==> src/rtl/addsub_defs.sv <==
// Shared definitions for the bit-serial adder/subtractor: FSM state encodings
// and operation-select constants for the sub input.
package addsub_defs;

  typedef enum logic [1:0] {
    ST_IDLE = 2'd0,
    ST_RUN  = 2'd1,
    ST_DONE = 2'd2
  } state_e;

  localparam logic OP_ADD = 1'b0;
  localparam logic OP_SUB = 1'b1;

endpackage

==> src/rtl/addsub_slice.sv <==
// Combinational W-bit ripple of full adders. With SERIAL_ADDSUB_OVF_EN defined
// it also exposes the carry into the slice MSB for overflow detection.
module addsub_slice #(
  parameter int unsigned W = 1
) (
  input  logic [W-1:0] a_i,
  input  logic [W-1:0] b_i,
  input  logic         cin_i,
  output logic [W-1:0] s_o,
`ifdef SERIAL_ADDSUB_OVF_EN
  output logic         cmsb_o,
`endif
  output logic         co_o
);

  logic c;

  always_comb begin
    c   = cin_i;
    s_o = '0;
`ifdef SERIAL_ADDSUB_OVF_EN
    cmsb_o = cin_i;
`endif
    for (int unsigned i = 0; i < W; i++) begin
`ifdef SERIAL_ADDSUB_OVF_EN
      if (i == W - 1) cmsb_o = c;
`endif
      s_o[i] = a_i[i] ^ b_i[i] ^ c;
      c      = (a_i[i] & b_i[i]) | (c & (a_i[i] ^ b_i[i]));
    end
    co_o = c;
  end

endmodule

==> src/rtl/serial_addsub.sv <==
// Bit-serial adder/subtractor, BITS_PER_CYCLE bits per clock, LSB slice first.
// Signed overflow output is generated only when SERIAL_ADDSUB_OVF_EN is defined.
module serial_addsub
  import addsub_defs::*;
#(
  parameter int unsigned WIDTH          = 8,
  parameter int unsigned BITS_PER_CYCLE = 1
) (
  input  logic             clk,
  input  logic             rst,
  input  logic             start,
  input  logic             sub,
  input  logic [WIDTH-1:0] a,
  input  logic [WIDTH-1:0] b,
  output logic             busy,
  output logic             done,
  output logic [WIDTH-1:0] sum,
  output logic             cout,
  output logic             ovf
);

  localparam int unsigned BPC = BITS_PER_CYCLE;
  localparam int unsigned N   = WIDTH / BPC;
  localparam int unsigned CW  = (N > 1) ? $clog2(N) : 1;

  state_e               state_q;
  logic [WIDTH-1:0]     a_q, b_q, sum_q;
  logic [CW-1:0]        cnt_q;
  logic                 carry_q, busy_q, done_q, cout_q;
  logic [BPC-1:0]       slice_s;
  logic                 slice_co;
  logic [WIDTH+BPC-1:0] shift_w;
  logic                 last_w;

  assign shift_w = {slice_s, sum_q};
  assign last_w  = (cnt_q == CW'(N - 1));

`ifdef SERIAL_ADDSUB_OVF_EN
  logic slice_cmsb, ovf_q;

  addsub_slice #(.W(BPC)) u_slice (
    .a_i   (a_q[BPC-1:0]),
    .b_i   (b_q[BPC-1:0]),
    .cin_i (carry_q),
    .s_o   (slice_s),
    .cmsb_o(slice_cmsb),
    .co_o  (slice_co)
  );

  // Only the final slice carries the word MSB, so capture overflow there.
  always_ff @(posedge clk) begin
    if (rst) begin
      ovf_q <= 1'b0;
    end else if ((state_q != ST_RUN) && start) begin
      ovf_q <= 1'b0;
    end else if ((state_q == ST_RUN) && last_w) begin
      ovf_q <= slice_cmsb ^ slice_co;
    end
  end

  assign ovf = ovf_q;
`else
  addsub_slice #(.W(BPC)) u_slice (
    .a_i  (a_q[BPC-1:0]),
    .b_i  (b_q[BPC-1:0]),
    .cin_i(carry_q),
    .s_o  (slice_s),
    .co_o (slice_co)
  );

  assign ovf = 1'b0;
`endif

  always_ff @(posedge clk) begin
    if (rst) begin
      state_q <= ST_IDLE;
      a_q     <= '0;
      b_q     <= '0;
      sum_q   <= '0;
      cnt_q   <= '0;
      carry_q <= 1'b0;
      busy_q  <= 1'b0;
      done_q  <= 1'b0;
      cout_q  <= 1'b0;
    end else begin
      done_q <= 1'b0;
      unique case (state_q)
        ST_IDLE, ST_DONE: begin
          if (start) begin
            // Subtract as a + ~b + 1: the +1 enters through the carry flop.
            a_q     <= a;
            b_q     <= (sub == OP_SUB) ? ~b : b;
            carry_q <= sub;
            sum_q   <= '0;
            cnt_q   <= '0;
            cout_q  <= 1'b0;
            busy_q  <= 1'b1;
            state_q <= ST_RUN;
          end else begin
            state_q <= ST_IDLE;
          end
        end
        ST_RUN: begin
          a_q     <= a_q >> BPC;
          b_q     <= b_q >> BPC;
          sum_q   <= shift_w[WIDTH+BPC-1:BPC];
          carry_q <= slice_co;
          cnt_q   <= cnt_q + 1'b1;
          if (last_w) begin
            cout_q  <= slice_co;
            busy_q  <= 1'b0;
            done_q  <= 1'b1;
            state_q <= ST_DONE;
          end
        end
        default: state_q <= ST_IDLE;
      endcase
    end
  end

  assign busy = busy_q;
  assign done = done_q;
  assign sum  = sum_q;
  assign cout = cout_q;

endmodule

==> config.mk <==
export PLATFORM = sky130hd
export DESIGN_NAME = serial_addsub
export DESIGN_NICKNAME = d
export VERILOG_FILES = /design/src/rtl/addsub_defs.sv /design/src/rtl/addsub_slice.sv /design/src/rtl/serial_addsub.sv
export SDC_FILE = /design/constraint.sdc
export NUM_CORES = 1
export LEC_CHECK = 0
export ABC_AREA = 1
export BUFFER_PORTS_ARGS = -buffer_cell sky130_fd_sc_hd__buf_2
export CAP_MARGIN = 30
export CORE_MARGIN = 2
export CORE_UTILIZATION = 53
export DETAILED_ROUTE_END_ITERATION = 8
export PLACE_DENSITY = 0.76
export SYNTH_ARGS = -nofsm -noshare
export SYNTH_HDL_FRONTEND = slang
export SYNTH_SLANG_ARGS = --single-unit
==> constraint.sdc <==
create_clock -name clk -period 1.68 [get_ports clk]
set_input_delay 0.252 -clock clk [delete_from_list [all_inputs] [get_ports clk]]
set_output_delay 0.252 -clock clk [all_outputs]
set_load 0.05 [all_outputs]
==> results.txt <==
----------------------------------------------------
[Floorplan]
  Area of the die ... 3420 sq um
  Die X-Extent ... 58.5 um
  Floorplan die height ... 58.5 um
  Core ar. ... 2780 sq um
  Number of cell rows ... 19
  Initial core utilization ... 56.6%
  Number of top-level pins ... 32

[Clock tree]
  Number of clock buffers inserted by TritonCTS ... 5
  CTS Hold Buffers Added ... 0
  Clock slew seen by the registers of the worst setup and hold paths ... 100 ps
  Number of clock sinks seen by CTS ... 33
  Setup bufs post-CTS ... 0
  CTS resizes ... 0
  Clock insertion delay at the later pin of the skew report ... 320 ps
  Total number of H-tree levels ... 2
  CTS tree ... built
  Buffer levels on the longest clock path ... 2
  Root Driver ... clkbuf_4

[Synth]
  Post-Synthesis Cells ... 233
  Post-Syn Area ... 1570 sq um
  Post-synthesis net count ... 256
  Synthesized area per cell ... 6.76 sq um
  Fraction of post-synthesis cell area in the top cell type by area ... 42.0%
  Synth warnings ... 0
  Unique masters post-synth ... 21
  Sequential fraction of the synthesis area ... 42.0%
  Post-synthesis sequential element count ... 33
  Most area-consuming cells after synthesis ... dfxtp_1 42%, nand2_1 23%, inv_1 7.6%, a21oi_1 6.4%, nand3_1 5.7%
  Biggest area consumer among synthesized cells ... dfxtp_1

[Setup path]
  Setup crit start kind ... flop
  Crit path cell chain ... inv_1 > fa_1 > or2_2 > a21oi_1
  Start-to-end type of the worst setup path ... flop to flop
  Master of the slowest instance on the critical path ... fa_1
  Endpoint class of the critical path ... flop
  Maximum fanout along the worst path ... 2
  Data required, critical path ... 1940 ps
  Crit path DAT ... 1600 ps
  Largest incremental delay on the critical path ... 450 ps
  Worst reg-to-reg setup slack ... 340 ps

[Drt]
  Overall via count from detail_route ... 1408
  Remaining routing DRC violations ... 0
  Average wire per cell in the routed design ... 9.79 um
  ANT nets after route ... 0
  Post-DR vias/cell ... 4.76
  Number of DRC markers after the initial detailed-route iteration ... 50
  First-pass iteration count of the detailed router ... 4
  Total detailed-routing wirelength ... 2900 um

[Timing]
  Hold slack ... 165 ps
  Setup Viol. Count Final ... 0
  Max Clk Rate ... 744 MHz
  Post-route clock period utilization ... 80.1%
  Number of slew-limit violations in the final report ... 0
  Hold Violations, Final ... 0
  Clock period minus final worst setup slack ... 1340 ps
  Worst Skew ... 4.93 ps
  RSZ-0062 raised after global routing ... false
  Setup TNS ... 0 ps
  Setup slack of the critical path after layout ... 335 ps

[GRT]
  Met3 capacity usage during global routing ... 4.62%
  Pin count of the biggest net entering global routing ... 24
  Vias in the first global route ... 1230
  Met1 demand-to-capacity share in global routing ... 23.6%
  Global-route total usage across every layer ... 19.1%
  Global route total overflow ... 0
  Layer with the highest usage after global routing ... met2
  Met2 track utilization from global routing ... 30.8%
  Global-route wire length before repair ... 5000 um
  Number of antenna violations at the first check in global routing ... 0

[Pwr]
  Leak Pwr ... 0.950 nW
  Peak VDD IR ... 0.828 mV
  Power density of the placed cells ... 943 nW/um^2

[Cells and area]
  Number of non-filler instances in the completed layout ... 296
  Layout-stage area growth over the synthesis result ... 15.4%
  Area of the multi-input gates ... 717 sq um
  Number of diodes added for antenna fixing ... 0
  Layout cells sized above 1 ... 20.8%
  Final net count ... 287
  Storage element area ... 661 sq um
  Layout filler cell count ... 273
  Final instance area ... 1820 sq um

[Placement]
  Placed insts ... 288
  Post-DP HPWL ... 2050 um
  Port-buffer cells ... 30
  Pre-CTS worst setup slack ... 359 ps
  Final estimated routing congestion in global placement ... 0.762
  Area after DPL ... 1730 sq um

[Worst hold path]
  Class of the most critical hold timing path ... input pin to flop

[Status]
  Result of the run ... completed

[Flow run]
  Count of maximum capacitance violations ... 0

----------------------------------------------------
## cells in the mapped netlist
cell type  number
inv_2           1
a21oi_2         3
nand2_1        95
conb_1          1
or2_2           1
buf_4           5
nor2_1          5
clkbuf_1        4
clkinv_1        1
fa_1            1
nand2_2         5
nand3_1        18
nor2_4          2
nand2_4         1
ha_1            2
o21ai_0         1
a21oi_1        20
dfxtp_1        33
buf_2           1
buf_6           1
inv_1          32
## routing by layer
metal  routed length [um]  up-vias
li1                     -      760
met1                 1390      615
met2                 1360       29
met3                  123        4
met4                   29        0
met5                    0        -
## report_power, final
part / leakage (nW) / internal, W / switching, W
Clock: 0.0455 / 0.000355 / 0.000249
Sequential: 0.270 / 0.000823 / 0.0000231
Combinational: 0.635 / 0.0000937 / 0.000170
## critical path: cells and delay by family, from the launching register on
kind,cells,cell delay [ps]
and+or+nand+nor,1,290
buffers and inverters,1,60
AOI/OAI and AO/OA,1,130
DFF,1,350
adders and majority gates,1,450
## logic make-up (layout without fill, tap and decap cells)
kind of cell               Yosys count  after routing  synth area share (%)
other                                1              1                 0.238
DFF                                 33             33                  42.0
AOI/OAI and AO/OA                   24             24                  8.35
adders and majority gates            3              3                  2.86
and+or+nand+nor                    127            127                  34.1
buffers and inverters               45             77                  12.5
## path summary, 6_finish.rpt
kind                            cells after the start                   to                  from
worst max register to register                      4  sum[7]$_SDFFE_PP0P_  carry_q$_SDFFE_PP0P_
worst min register to register                      2  sum[0]$_SDFFE_PP0P_   sum[0]$_SDFFE_PP0P_
worst min-delay path                                3  a_q[7]$_SDFFE_PP0P_                  a[7]
worst max-delay path                                4  sum[7]$_SDFFE_PP0P_  carry_q$_SDFFE_PP0P_
## placed cells by master, fill, tap and decap left out
| cell type | Yosys | final |
|---|---|---|
| clkbuf_4 | 0 | 5 |
| a21oi_1 | 20 | 20 |
| dfxtp_1 | 33 | 33 |
| nand3_1 | 18 | 18 |
| inv_1 | 32 | 32 |
| conb_1 | 1 | 1 |
| clkbuf_1 | 4 | 1 |
| clkbuf_8 | 0 | 1 |
| nand2_2 | 5 | 5 |
| nand2_1 | 95 | 95 |
| inv_2 | 1 | 1 |
| or2_2 | 1 | 1 |
| buf_4 | 5 | 5 |
| ha_1 | 2 | 2 |
| bufinv_16 | 0 | 1 |
| buf_2 | 1 | 30 |
| clkinv_1 | 1 | 1 |
| fa_1 | 1 | 1 |
| nand2_4 | 1 | 1 |
| a21oi_2 | 3 | 3 |
| nor2_4 | 2 | 2 |
| o21ai_0 | 1 | 1 |
| nor2_1 | 5 | 5 |
## layout make-up
cell class	count	area share, %
clock buffers	7	3.03
well taps	31	2.13
clock inverters	1	1.65
flip-flops and latches	33	36.4
inverters	34	7.02
repair buffers	35	10.3
multi-input cells	155	39.5
## state kept, by name, summed over array words and instances, names as in the netlist
signal	count
state_q	2
busy	1
cout	1
done	1
cnt_q	3
carry_q	1
a_q	8
sum	8
b_q	8
## stage by stage
| stage | util (%) | total power [W] |
|---|---|---|
| 2_1_floorplan | - | 0.00107 |
| 3_3_place_gp | 62.3 | 0.00113 |
| 3_5_place_dp | 62.3 | 0.00113 |
| 4_1_cts | 65.3 | 0.00173 |
| 5_1_grt | 65.3 | 0.00181 |
| 6_report | 65.3 | 0.00171 |
Note: power is estimated with default switching activity, not from simulation.
